**config.mk**
```make
export PLATFORM = sky130hd
export DESIGN_NAME = sap1_controller_sequencer_flat
export DESIGN_NICKNAME = d
export VERILOG_FILES = /design/src/rtl/sap1_controller_sequencer_if.sv /design/src/rtl/sap1_controller_sequencer.sv /design/src/flat_wrapper.sv
export SDC_FILE = /design/constraint.sdc
export NUM_CORES = 1
export LEC_CHECK = 0
export CAP_MARGIN = 20
export CORE_MARGIN = 3
export CORE_UTILIZATION = 43
export CTS_CLUSTER_DIAMETER = 40
export DETAILED_ROUTE_END_ITERATION = 8
export PLACE_DENSITY_LB_ADDON = 0.25
export SYNTH_ARGS = -nofsm -noshare
export SYNTH_HDL_FRONTEND = slang
export SYNTH_SLANG_ARGS = --single-unit
```
**constraint.sdc**
```tcl
create_clock -name CLK -period 3.7 [get_ports CLK]
set_clock_uncertainty 0.2 [all_clocks]
set_input_delay 0.37 -clock CLK [delete_from_list [all_inputs] [get_ports CLK]]
set_output_delay 0.37 -clock CLK [all_outputs]
set_load 0.03 [all_outputs]
```
**src/rtl/sap1_controller_sequencer_if.sv**
```systemverilog
// Control-bus bundle between the SAP-1 controller-sequencer and the datapath.
// The master modport is the controller; the slave is the datapath side.
interface sap1_controller_sequencer_if;
  logic [3:0] opcode;
  logic       Cp, Ep, nLm, nCE, nLi, nEi, nLa, Ea, Su, Eu, nLb, nLo, HLT;
  logic [5:0] t_state;

  modport master (
    input  opcode,
    output Cp, Ep, nLm, nCE, nLi, nEi, nLa, Ea, Su, Eu, nLb, nLo, HLT, t_state
  );

  modport slave (
    output opcode,
    input  Cp, Ep, nLm, nCE, nLi, nEi, nLa, Ea, Su, Eu, nLb, nLo, HLT, t_state
  );
endinterface

```
**src/rtl/sap1_controller_sequencer.sv**
```systemverilog
// SAP-1 controller-sequencer: a six-state one-hot ring plus an opcode decoder.
// The ring and halt flag are registered; the control word is a decode of them.
module sap1_controller_sequencer #(
  parameter logic [3:0] OP_LDA = 4'b0000,
  parameter logic [3:0] OP_ADD = 4'b0001,
  parameter logic [3:0] OP_SUB = 4'b0010,
  parameter logic [3:0] OP_OUT = 4'b1110,
  parameter logic [3:0] OP_HLT = 4'b1111
) (
  input logic                         CLK,
  input logic                         nCLR,
  sap1_controller_sequencer_if.master bus
);

  typedef enum logic [5:0] {
    T1 = 6'b000001,
    T2 = 6'b000010,
    T3 = 6'b000100,
    T4 = 6'b001000,
    T5 = 6'b010000,
    T6 = 6'b100000
  } ring_t;

  ring_t ring;
  logic  halted;

  // Halt is taken on the edge leaving T4, so the ring lands on T5 and stays.
  always_ff @(posedge CLK) begin
    if (!nCLR) begin
      ring   <= T1;
      halted <= 1'b0;
    end else if (!halted) begin
      unique case (ring)
        T1:      ring <= T2;
        T2:      ring <= T3;
        T3:      ring <= T4;
        T4:      ring <= T5;
        T5:      ring <= T6;
        T6:      ring <= T1;
        default: ring <= T1;
      endcase
      if (ring == T4 && bus.opcode == OP_HLT) halted <= 1'b1;
    end
  end

  logic cp, ep, lm, ce, li, ei, la, ea, su, eu, lb, lo;
  logic run;

  assign run = nCLR && !halted;

  // Decoded in active-high form; active-low pins are inverted at the boundary.
  always_comb begin
    {cp, ep, lm, ce, li, ei, la, ea, su, eu, lb, lo} = '0;
    if (run) begin
      unique case (ring)
        T1: begin ep = 1'b1; lm = 1'b1; end
        T2: cp = 1'b1;
        T3: begin ce = 1'b1; li = 1'b1; end
        T4: begin
          if (bus.opcode == OP_LDA || bus.opcode == OP_ADD || bus.opcode == OP_SUB) begin
            ei = 1'b1;
            lm = 1'b1;
          end else if (bus.opcode == OP_OUT) begin
            ea = 1'b1;
            lo = 1'b1;
          end
        end
        T5: begin
          if (bus.opcode == OP_LDA) begin
            ce = 1'b1;
            la = 1'b1;
          end else if (bus.opcode == OP_ADD || bus.opcode == OP_SUB) begin
            ce = 1'b1;
            lb = 1'b1;
          end
        end
        T6: begin
          if (bus.opcode == OP_ADD || bus.opcode == OP_SUB) begin
            eu = 1'b1;
            la = 1'b1;
            su = (bus.opcode == OP_SUB);
          end
        end
        default: ;
      endcase
    end
  end

  assign bus.Cp      = cp;
  assign bus.Ep      = ep;
  assign bus.nLm     = ~lm;
  assign bus.nCE     = ~ce;
  assign bus.nLi     = ~li;
  assign bus.nEi     = ~ei;
  assign bus.nLa     = ~la;
  assign bus.Ea      = ea;
  assign bus.Su      = su;
  assign bus.Eu      = eu;
  assign bus.nLb     = ~lb;
  assign bus.nLo     = ~lo;
  assign bus.HLT     = halted && nCLR;
  assign bus.t_state = ring;

endmodule

```
**src/flat_wrapper.sv**
```systemverilog
// flat-port wrapper written by rule: the top's interface ports become plain ports
module sap1_controller_sequencer_flat 
#(
  parameter logic [3:0] OP_LDA = 4'b0000,
  parameter logic [3:0] OP_ADD = 4'b0001,
  parameter logic [3:0] OP_SUB = 4'b0010,
  parameter logic [3:0] OP_OUT = 4'b1110,
  parameter logic [3:0] OP_HLT = 4'b1111
)
  (CLK, nCLR, bus_opcode, bus_Cp, bus_Ep, bus_nLm, bus_nCE, bus_nLi, bus_nEi, bus_nLa, bus_Ea, bus_Su, bus_Eu, bus_nLb, bus_nLo, bus_HLT, bus_t_state);
  sap1_controller_sequencer_if bus_i ();
  input logic CLK;
  input logic nCLR;
  input wire logic [$bits(bus_i.opcode)-1:0] bus_opcode;
  output wire logic [$bits(bus_i.Cp)-1:0] bus_Cp;
  output wire logic [$bits(bus_i.Ep)-1:0] bus_Ep;
  output wire logic [$bits(bus_i.nLm)-1:0] bus_nLm;
  output wire logic [$bits(bus_i.nCE)-1:0] bus_nCE;
  output wire logic [$bits(bus_i.nLi)-1:0] bus_nLi;
  output wire logic [$bits(bus_i.nEi)-1:0] bus_nEi;
  output wire logic [$bits(bus_i.nLa)-1:0] bus_nLa;
  output wire logic [$bits(bus_i.Ea)-1:0] bus_Ea;
  output wire logic [$bits(bus_i.Su)-1:0] bus_Su;
  output wire logic [$bits(bus_i.Eu)-1:0] bus_Eu;
  output wire logic [$bits(bus_i.nLb)-1:0] bus_nLb;
  output wire logic [$bits(bus_i.nLo)-1:0] bus_nLo;
  output wire logic [$bits(bus_i.HLT)-1:0] bus_HLT;
  output wire logic [$bits(bus_i.t_state)-1:0] bus_t_state;
  assign bus_i.opcode = bus_opcode;
  assign bus_Cp = bus_i.Cp;
  assign bus_Ep = bus_i.Ep;
  assign bus_nLm = bus_i.nLm;
  assign bus_nCE = bus_i.nCE;
  assign bus_nLi = bus_i.nLi;
  assign bus_nEi = bus_i.nEi;
  assign bus_nLa = bus_i.nLa;
  assign bus_Ea = bus_i.Ea;
  assign bus_Su = bus_i.Su;
  assign bus_Eu = bus_i.Eu;
  assign bus_nLb = bus_i.nLb;
  assign bus_nLo = bus_i.nLo;
  assign bus_HLT = bus_i.HLT;
  assign bus_t_state = bus_i.t_state;
  sap1_controller_sequencer #(.OP_LDA(OP_LDA), .OP_ADD(OP_ADD), .OP_SUB(OP_SUB), .OP_OUT(OP_OUT), .OP_HLT(OP_HLT)) u_core (.CLK(CLK), .nCLR(nCLR), .bus(bus_i));
endmodule
```
# ---- Word-level counts from Yosys, hierarchy flattened
# Index checks and enable logic that the tools add are counted.
dict set report totals {
  inputBits 6
  regBits 7
}
dict set report op_classes {
  n_reduce_logical 8
  bitwise 7
  eq_ne 10
  n_mux 33
}
# operator count
set op_table {}
lappend op_table {{6-bit one-hot mux with 5 select lines} 1}
lappend op_table {{1-bit 2-to-1 mux} 29}
lappend op_table {{4-bit == test (second input constant)} 2}
lappend op_table {{1-bit inverter} 7}
lappend op_table {{6-bit by 1-bit == test with 1-bit output (second input constant)} 1}
lappend op_table {{6-bit by 2-bit == test with 1-bit output (second input constant)} 1}
lappend op_table {{6-bit by 3-bit == test with 1-bit output (second input constant)} 1}
lappend op_table {{6-bit by 4-bit == test with 1-bit output (second input constant)} 1}
lappend op_table {{6-bit by 5-bit == test with 1-bit output (second input constant)} 1}
lappend op_table {{6-bit == test (second input constant)} 1}
lappend op_table {{1-bit one-hot mux with 2 select lines} 3}
lappend op_table {{4-bit by 1-bit == test with 1-bit output (second input constant)} 1}
lappend op_table {{4-bit by 2-bit == test with 1-bit output (second input constant)} 1}
lappend op_table {{4-bit zero test} 1}
lappend op_table {{1-bit logical AND} 3}
lappend op_table {{1-bit logical OR} 3}
lappend op_table {{1-bit zero test} 1}

# ---- Depth between registers and ports, before layout
# Gate-level depths: netlist (run 1).
dict set report logic_depth {
  word_depth 7
  mapped_depth 4
}

# ---- Worst setup path after synthesis (run 1)
# Ideal clock, no wire load.
dict set report synth_path {
  path_type {flip-flop to output port}
  startpoint {reg u_core.ring[2] (netlist: u_core.bus.t_state[2])}
  endpoint {out bus_nLm}
  path_stages_with_launch 4
  arrival_time_ns 2.173
  slack_ns 0.957
  t_required_ns 3.130
  cell_sequence {dfxtp_1 > or4_1 > nor3_1 > a31oi_1}
}
dict set report synth_between {
  elab_chain_cells 4
  elab_cells_between_ends 5
}
# element line_no
set synth_rtl {}
lappend synth_rtl {{start, declared} sap1_controller_sequencer.sv:24} ;# ring_t ring;
lappend synth_rtl {{start signal, assigned} sap1_controller_sequencer.sv:30} ;# ring <= T1;
lappend synth_rtl {{start signal, assigned} sap1_controller_sequencer.sv:34} ;# T1: ring <= T2;
lappend synth_rtl {{start signal, assigned} sap1_controller_sequencer.sv:35} ;# T2: ring <= T3;
lappend synth_rtl {{6-bit by 4-bit == test with 1-bit output or 6-bit by 1-bit == test with 1-bit output (tied branches)} sap1_controller_sequencer.sv:55} ;# unique case (ring)
lappend synth_rtl {{1-bit one-hot mux with 2 select lines (*)} sap1_controller_sequencer.sv:55}
lappend synth_rtl {{1-bit 2-to-1 mux (*)} sap1_controller_sequencer.sv:54} ;# if (run) begin
lappend synth_rtl {{1-bit inverter (*)} sap1_controller_sequencer.sv:91} ;# assign bus.nLm = ~lm;
lappend synth_rtl {{end, declared} flat_wrapper.sv:17} ;# output wire logic [$bits(bus_i.nLm)-1:0] bus_nLm;
# Mark *: on every way between the ends. The rest lies on a longest branch, timed or not.

# ---- Worst setup path after layout (run 1)
dict set report layout_path {
  startpoint {reg u_core.ring[2] (netlist: u_core.bus.t_state[2])}
  endpoint {out bus_nLb}
}
dict set report layout_between {
  elab_chain_cells 4
}
# element line_no
set layout_rtl {}
lappend layout_rtl {{6-bit by 5-bit == test with 1-bit output} sap1_controller_sequencer.sv:55}
lappend layout_rtl {{1-bit 2-to-1 mux} sap1_controller_sequencer.sv:55}
lappend layout_rtl {{1-bit 2-to-1 mux} sap1_controller_sequencer.sv:54}
lappend layout_rtl {{1-bit inverter} sap1_controller_sequencer.sv:99} ;# assign bus.nLb = ~lb;
lappend layout_rtl {{end, declared} flat_wrapper.sv:25} ;# output wire logic [$bits(bus_i.nLb)-1:0] bus_nLb;
# No other way between the ends.

==> summary by stage, run 1 <==
Status
The run finished with clean final reports.

Placed design
Including well taps, the total number of placed cells is 110. In this run the cell area measured after placement is between 800 and 900 sq um. The number of input and output port buffers inserted is 24. The half-perimeter wire length after detailed placement is 1110 microns. Routability-driven placement finished with a final weighted congestion of about 0.79.

Route
In the routed layout, each cell is associated on average with a via count of ~5.7. The first-pass detailed-route iteration total is 4. The wire length after detailed routing is around 1500 microns. The number of remaining DRC errors is 0. The detailed router placed approximately 650 vias in this run. The count of nets left with antenna violations once routing finished came out at 0.

In this run, the number of DRC markers left after iteration 0 of detailed routing was 25. The average wire per cell in the routed design is 13.2 microns.

Worst setup path
Among all stages on the critical path, the largest delay is contributed by sky130_fd_sc_hd__or4_2. The number of cells on the worst reg-to-reg path is 3. The setup path with the least slack is of type reg2out. Walking the worst path, the cells encountered are or4_2 > or4b_1 > clkdlybuf4s50_1. The sort of element at the end of the critical path is a primary output. In this run the worst path has a maximum fanout of 9. The gate family responsible for the most delay along the worst path is simple AND/OR/NAND/NOR gates. The number of buffer and inverter instances along the worst setup path is 1. The critical path crosses 3 cells after its start point. The sort of element at the start of the critical path is a flip-flop. At the worst endpoint, the required time is between 3 and 4 ns.

The arrival time of the worst setup path is 2.54 ns. The delay of the slowest cell on the worst path is roughly 0.76 ns.

Hold path
The depth of the worst hold-timing path is 2. The tightest min-delay check is of the reg2reg type.

Clock network
The clock passes through at most 2 buffers. In this run, post-CTS hold repair placed 0 buffers. The number of buffers created by CTS is 3.

The clock drives 7 sinks. In this run the number of H-tree levels came out at 1. The quantity of gates resized following cts is 0. Clock-pin slew was measured on the worst setup and hold paths at around 0.050 ns. TritonCTS built the clock tree. In this run the post-CTS setup repair buffer count came out at 0. Clock tree synthesis selected as its root buffer the cell sky130_fd_sc_hd__clkbuf_4. The later pin in the worst-skew pair is clocked with a latency of between 0.2 and 0.3 ns.

Run
Max-cap violations in this run came to 0.

STA
The maximum clock frequency is roughly 320 MHz. Setup repair after global routing left no endpoint under its margin. The headroom to the max-slew limit is 71.0%. The number of setup violations in the final report is 0.

The number of endpoints with negative hold slack in the final report was 0. For the final routed database, the setup TNS stands at 0 ns. The number of pins with negative max-slew slack in the final report came to 0.

The final period demand of the worst path is between 3 and 4 ns. After layout, the worst path uses 83.9% of the clock period. At the pin with the least slew margin, the transition time is 0.434 ns.

Logic synthesis
The largest total area in the synthesized netlist belongs to sky130_fd_sc_hd__dfxtp_1. For this run, the leading register cell type out of synthesis is sky130_fd_sc_hd__dfxtp_1. Of all flip-flops after synthesis, the portion carrying an async set or reset was 0%. The number of warnings printed during yosys synthesis is 0.

Dividing the synthesized area by the synthesized cell count gives 7.52 sq um. The cell count after synthesis came out at 75. The sequential-to-total area share from yosys stat is approximately 25%. The top cell type by area accounts for 24.8% of the synthesized area. Synthesis instantiated 33 different standard cells from the library.

The count of flip-flops with a built-in enable after synthesis is 0. The netlist area before placement is between 500 and 600 sq um. After synthesis the netlist holds a flip-flop and latch count of 7. Ranked by total cell area, the synthesized netlist is headed by sky130_fd_sc_hd__dfxtp_1 (25%), sky130_fd_sc_hd__and2_1 (6.7%), sky130_fd_sc_hd__o31ai_1 (6.7%), sky130_fd_sc_hd__nand2_1 (5.3%), sky130_fd_sc_hd__nand2b_1 (4.4%).

The number of nets in the synthesized netlist is a little over 80.

Global route
The via count of the first global-routing pass was approximately 600. Entering global routing, the biggest net connects 16 pins. The initial antenna violation count is 0. The first-pass GRT wire length is 2420 microns. Global routing used roughly 17% of the available tracks across all layers. The remaining global-route overflow is 0.

Final layout
The ratio of cells with drive above 1 in the final layout is ~7.0%. The leading cell type in the layout, fill and taps excluded is sky130_fd_sc_hd__clkdlybuf4s50_1. The cell area after layout is between 800 and 900 sq um. After the last flow step, the layout net total stands at ~110. The area growth from synthesis to layout is 47.7%. Once layout is complete, the utilization of the core stands at a little under three quarters.

The number of filler instances in the final layout is 108. The number of standard cells in the final layout excluding fillers is around 110. The repair_antennas step left the layout with diodes totalling 0. In the layout the commonest cells are sky130_fd_sc_hd__clkdlybuf4s50_1 (24), sky130_fd_sc_hd__nand2_1 (8), sky130_fd_sc_hd__dfxtp_1 (7).

Floorplanning
The area of the core is ~1200 sq um. The starting density of the core is about half. The die width is around 42 microns. The number of rows created at floorplan is 12. The count of boundary I/O pins is 25.

The total die area is 1780 sq um. The overall die height is 42.2 microns.

Power
For this design the static power due to leakage is 0.000285 uW. Dividing total power by cell area gives a power density of approximately 400 nW/um^2. The peak supply drop is 0.284 mV.
## where the power goes
group	total [uW]	switching, uW	internal [uW]
registers	108	22.6	85.2
clock network	68.8	27.7	41.1
logic	157	85.3	72.0
## tightest hold or removal path: stages (launching register included)
cell and delay (ns):
sky130_fd_sc_hd__dfxtp_1 0.36, sky130_fd_sc_hd__nor3_1 0.19, sky130_fd_sc_hd__a21oi_1 0.08
## through the flow
stage	hold WS (ns)	worst slack, ns	power (uW)
4_1_cts	0.476	0.594	336
3_5_place_dp	0.467	0.634	265
2_1_floorplan	0.332	0.957	219
5_1_grt	0.509	0.497	353
6_report	0.474	0.595	334
3_3_place_gp	0.470	0.654	263
## worst paths after layout
check                                     startpoint                                 end  slack (ns)
hold reg to reg   u_core.bus.t_state[4]$_SDFFE_PN0N_  u_core.bus.t_state[0]$_SDFFE_PN1N_        0.47
setup reg to reg  u_core.bus.t_state[2]$_SDFFE_PN0N_  u_core.bus.t_state[0]$_SDFFE_PN1N_        1.91
setup / recovery  u_core.bus.t_state[2]$_SDFFE_PN0N_                             bus_nLb        0.59
hold / removal    u_core.bus.t_state[4]$_SDFFE_PN0N_  u_core.bus.t_state[0]$_SDFFE_PN1N_        0.47
## synthesized netlist by cell type (2+ instances only)
master,n
sky130_fd_sc_hd__nand2_1,8
sky130_fd_sc_hd__dfxtp_1,7
sky130_fd_sc_hd__and2_1,6
sky130_fd_sc_hd__nor2_1,6
sky130_fd_sc_hd__nor3_1,5
sky130_fd_sc_hd__o31ai_1,5
sky130_fd_sc_hd__nand2b_1,4
sky130_fd_sc_hd__nor2b_1,4
sky130_fd_sc_hd__clkbuf_1,3
sky130_fd_sc_hd__nand3_1,2
sky130_fd_sc_hd__nor4b_1,2
sky130_fd_sc_hd__or2b_1,2
## cells by family after synthesis
| kind of cell | share of synthesized area, % |
|---|---|
| and+or+nand+nor | 50.1 |
| buffers and inverters | 4.66 |
| DFF | 24.8 |
| AOI/OAI and AO/OA | 17.3 |
| xor gates and xnor gates | 3.10 |
## registers in the layout, summed over array words and instances, names as in the netlist
name / cells
u_core.bus.t_state: 6
u_core.halted: 1
## layer usage
layer | track usage [%] | vias to the layer above | part of all wire [%]
met5 | 0 | - | 0
met4 | 6.83 | 0 | 1.4
met3 | 5.58 | 4 | 6.2
met2 | 29.5 | 21 | 50
met1 | 19.9 | 299 | 42
li1 | - | 329 | -
## final cells by class
| type | instances | area [sq um] | area share (%) |
|---|---|---|---|
| clock buffer | 4 | 26.3 | 3.15 |
| multi-input combinational | 63 | 398 | 47.7 |
| sequential | 7 | 140 | 16.8 |
| timing repair buffer | 25 | 248 | 29.7 |
| tap | 14 | 17.5 | 2.10 |
| inverter | 1 | 3.75 | 0.450 |
(Power assumes the default switching activity.)
==> run 2: changes to the inputs <==
--- a/config.mk
+++ b/config.mk
@@ -7,7 +7,7 @@
 export LEC_CHECK = 0
 export CAP_MARGIN = 20
 export CORE_MARGIN = 3
-export CORE_UTILIZATION = 43
+export CORE_UTILIZATION = 36
 export CTS_CLUSTER_DIAMETER = 40
 export DETAILED_ROUTE_END_ITERATION = 8
 export PLACE_DENSITY_LB_ADDON = 0.25
==> constraint.sdc (replaced) <==
create_clock -name CLK -period 2.5 [get_ports CLK]
set_clock_uncertainty 0.2 [all_clocks]
set_input_delay 0.25 -clock CLK [delete_from_list [all_inputs] [get_ports CLK]]
set_output_delay 0.25 -clock CLK [all_outputs]
set_load 0.03 [all_outputs]
==> run 2 against run 1 <==
Effect of this change:
- global-route usage grew 1.8 points
- clock power grew 50%
- first-iteration DRC count shrank 48%
==> summary by stage, run 2 (synthesis gave the netlist of run 1 again) <==
Global route
The global router's overall resource usage is 19.2% (was 17.4%). The initial antenna violation count is 0 (unchanged). The first-pass GRT wire length is 2990 microns (was 2420 microns). The largest net degree at the start of global routing is 15 (was 16). The remaining global-route overflow is 0 (unchanged). The via count of the first global-routing pass is 716 (was 599).

Route
The length of routed met2 wiring is 936 microns (was 753 microns). The vias per cell is 5.47 (was 5.73). The top layer used by detailed routing is met3 (was met4). The number of remaining DRC errors is 0 (unchanged). The average wire per cell in the routed design came to 14.1 microns (was 13.2 microns). The met3 layer wire length in the routed design is 64 microns (was 93 microns). The final antenna-violating net count was 0 (unchanged).

The post-route met1 wirelength is 830 microns (was 632 microns). The first-pass detailed-route iteration total came to 4 (unchanged). The wire length after detailed routing is 1830 microns (was 1500 microns). The number of vias after detailed routing is 711 (was 653). The number of DRC markers in iteration 0 was 13 (was 25).

Final layout
The number of standard cells in the final layout excluding fillers is 130 (was 114). The ratio of cells with drive above 1 in the final layout is 27.8% (was 7.00%). Highest-count cells in the layout ignoring fill and taps: sky130_fd_sc_hd__buf_4 (20), sky130_fd_sc_hd__clkdlybuf4s50_1 (12), sky130_fd_sc_hd__nand2_1 (8) (was sky130_fd_sc_hd__clkdlybuf4s50_1 (24), sky130_fd_sc_hd__nand2_1 (8), sky130_fd_sc_hd__dfxtp_1 (7)). The antenna diode count was 0 (unchanged). The leading cell type in the layout, fill and taps excluded was sky130_fd_sc_hd__buf_4 (was sky130_fd_sc_hd__clkdlybuf4s50_1). The layout-stage area growth over the synthesis result came to 67.4% (was 47.7%).

The final layout net count is 122 (was 107). The number of filler instances in the final layout is 123 (was 108). The number of flip-flops under the largest register name came to 6 (unchanged).

Clock network
The maximum level of the CTS H-tree is 1 (unchanged). The quantity of gates resized following cts is 15 (was 0). The clock root buffer is sky130_fd_sc_hd__clkbuf_4 (unchanged). The clock-pin transition on the worst setup and hold timing paths is 0.05 ns (about the same). The sink count of the clock tree was 7 (unchanged). The maximum clock insertion buffer count is 2 (unchanged). The number of buffers created by CTS is 3 (unchanged). The clock insertion delay at the later pin of the skew report is 0.25 ns (about the same). The number of hold buffers added after cts is 0 (unchanged). The clock tree from TritonCTS was done (unchanged). The post-CTS setup buffer count is 0 (unchanged).

Power
The design internal power was 326 uW (was 198 uW). The power spent charging and discharging nets came to 219 uW (was 136 uW). The switching share of total power is 40.2% (was 40.6%). The static leakage is 0.000367 uW (was 0.000285 uW). The power density over the cells is 577 nW/um^2 (was 401 nW/um^2). The total chip power is 545 uW (was 334 uW).

The peak supply drop is 0.467 mV (was 0.284 mV). The share of power burned in combinational logic is 56.1% (was 47.1%). The relative contribution of sequential cells to total power is 25.0% (was 32.3%). The share of power burned in the clock network came to 19.0% (was 20.6%).

Placed design
The half-perimeter wire length after detailed placement came to 1510 microns (was 1110 microns). The weighted congestion at the end of routability-driven global placement came to 0.824 (was 0.795). The total placed cells including tap cells was 126 (was 110). The number of input and output port buffers inserted is 24 (unchanged). The worst-case setup slack after placement is -0.115 ns (was 0.634 ns).

Status
Result of the run: complete, no violations (unchanged).

Floorplanning
The number of rows created at floorplan was 13 (was 12). The count of boundary I/O pins is 25 (unchanged). The starting density of the core is 40.8% (was 48.2%).

The overall die height came to 45.6 microns (was 42.2 microns). The die width is 45.6 microns (was 42.2 microns). The total die area is 2080 sq um (was 1780 sq um). The area of the core is 1380 sq um (was 1170 sq um).

Worst setup path
The worst path required time is 2.05 ns (was 3.13 ns). The sort of element at the start of the critical path is a flip-flop (unchanged). The maximum fanout along the worst path came to 3 (was 9). The sort of element at the end of the critical path is a primary output (unchanged). The arrival time of the worst setup path is 1.98 ns (was 2.54 ns). The class of the most critical setup path was reg2out (unchanged).

STA
The number of setup violations in the final report came to 0 (unchanged). The tightest hold margin came to 0.485 ns (was 0.474 ns). The number of pins with negative max-slew slack in the final report is 0 (unchanged).

The headroom to the max-slew limit is 74.7% (was 71.0%). The number of endpoints with negative hold slack in the final report is 0 (unchanged). Based on the critical path, the design can be clocked at up to between 400 and 500 MHz. The final setup slack of the worst path is 0.0735 ns (was 0.595 ns).

The worst-margin pin slew is 0.374 ns (was 0.434 ns). After layout, the worst path uses between 90 and 100% of the clock period. The final period demand of the worst path is 2.43 ns. Unrepaired setup endpoints after global routing: true (was false).

Run
The max-capacitance violation count is 0 (unchanged).

Hold path
The worst min-delay path class is reg2reg (unchanged).
-- run 2: changes by cell type in the layout (fill, tap and decap cells not counted), sizes merged --
cell / delta
clkdlybuf4s15: +1
dlymetal6s2s: +2
clkdlybuf4s50: -12
dlygate4sd2: +3
buf: +21
-- run 2: cell type report --
class | count | area [sq um] | share of cell area [%]
inverters | 1 | 3.75 | 0.397
well taps | 15 | 18.8 | 1.99
clock buffers | 4 | 26.3 | 2.78
flip-flops and latches | 7 | 140 | 14.8
multi-input cells | 63 | 413 | 43.7
repair buffers | 40 | 343 | 36.3
-- run 2: final timing paths --
path	from	cells past startpoint	to	slack (ns)
setup / recovery	u_core.bus.t_state[2]$_SDFFE_PN0N_	5	bus_nCE	0.07
hold / removal	u_core.bus.t_state[5]$_SDFFE_PN0N_	3	u_core.bus.t_state[0]$_SDFFE_PN1N_	0.49
setup reg to reg	u_core.bus.t_state[2]$_SDFFE_PN0N_	5	u_core.bus.t_state[2]$_SDFFE_PN0N_	0.63
hold reg to reg	u_core.bus.t_state[5]$_SDFFE_PN0N_	3	u_core.bus.t_state[0]$_SDFFE_PN1N_	0.49
-- run 2: per-layer routing --
layer	up-vias	track usage (%)
met2	18	34.5
met3	0	1.19
met5	-	0
met1	336	23.4
met4	0	7.02
li1	357	-
-- run 2: critical path, stage by stage (launching register included) --
cell	delay (ns)
sky130_fd_sc_hd__dfxtp_1	0.30
sky130_fd_sc_hd__or4_2	0.68
sky130_fd_sc_hd__buf_4	0.17
sky130_fd_sc_hd__nor3_2	0.18
sky130_fd_sc_hd__o21ai_0	0.10
sky130_fd_sc_hd__clkdlybuf4s15_2	0.29
-- run 2: power by group through the flow --
stage	Combinational [uW]	Sequential, uW	Clock (uW)
final	306	136	103
after global routing	326	138	112
after CTS	305	136	107
after detailed placement	312	139	0
after global placement	303	139	0
after floorplan	161	166	0
-- run 2: stage by stage --
step	TNS (ns)	instance area, sq um	utilization (%)
6_report	0	945	68.3
5_1_grt	-0.0420	945	68.3
4_1_cts	-0.0378	941	68.1
3_5_place_dp	-0.210	921	66.6
3_3_place_gp	-0.125	921	66.6
2_1_floorplan	0	574	-
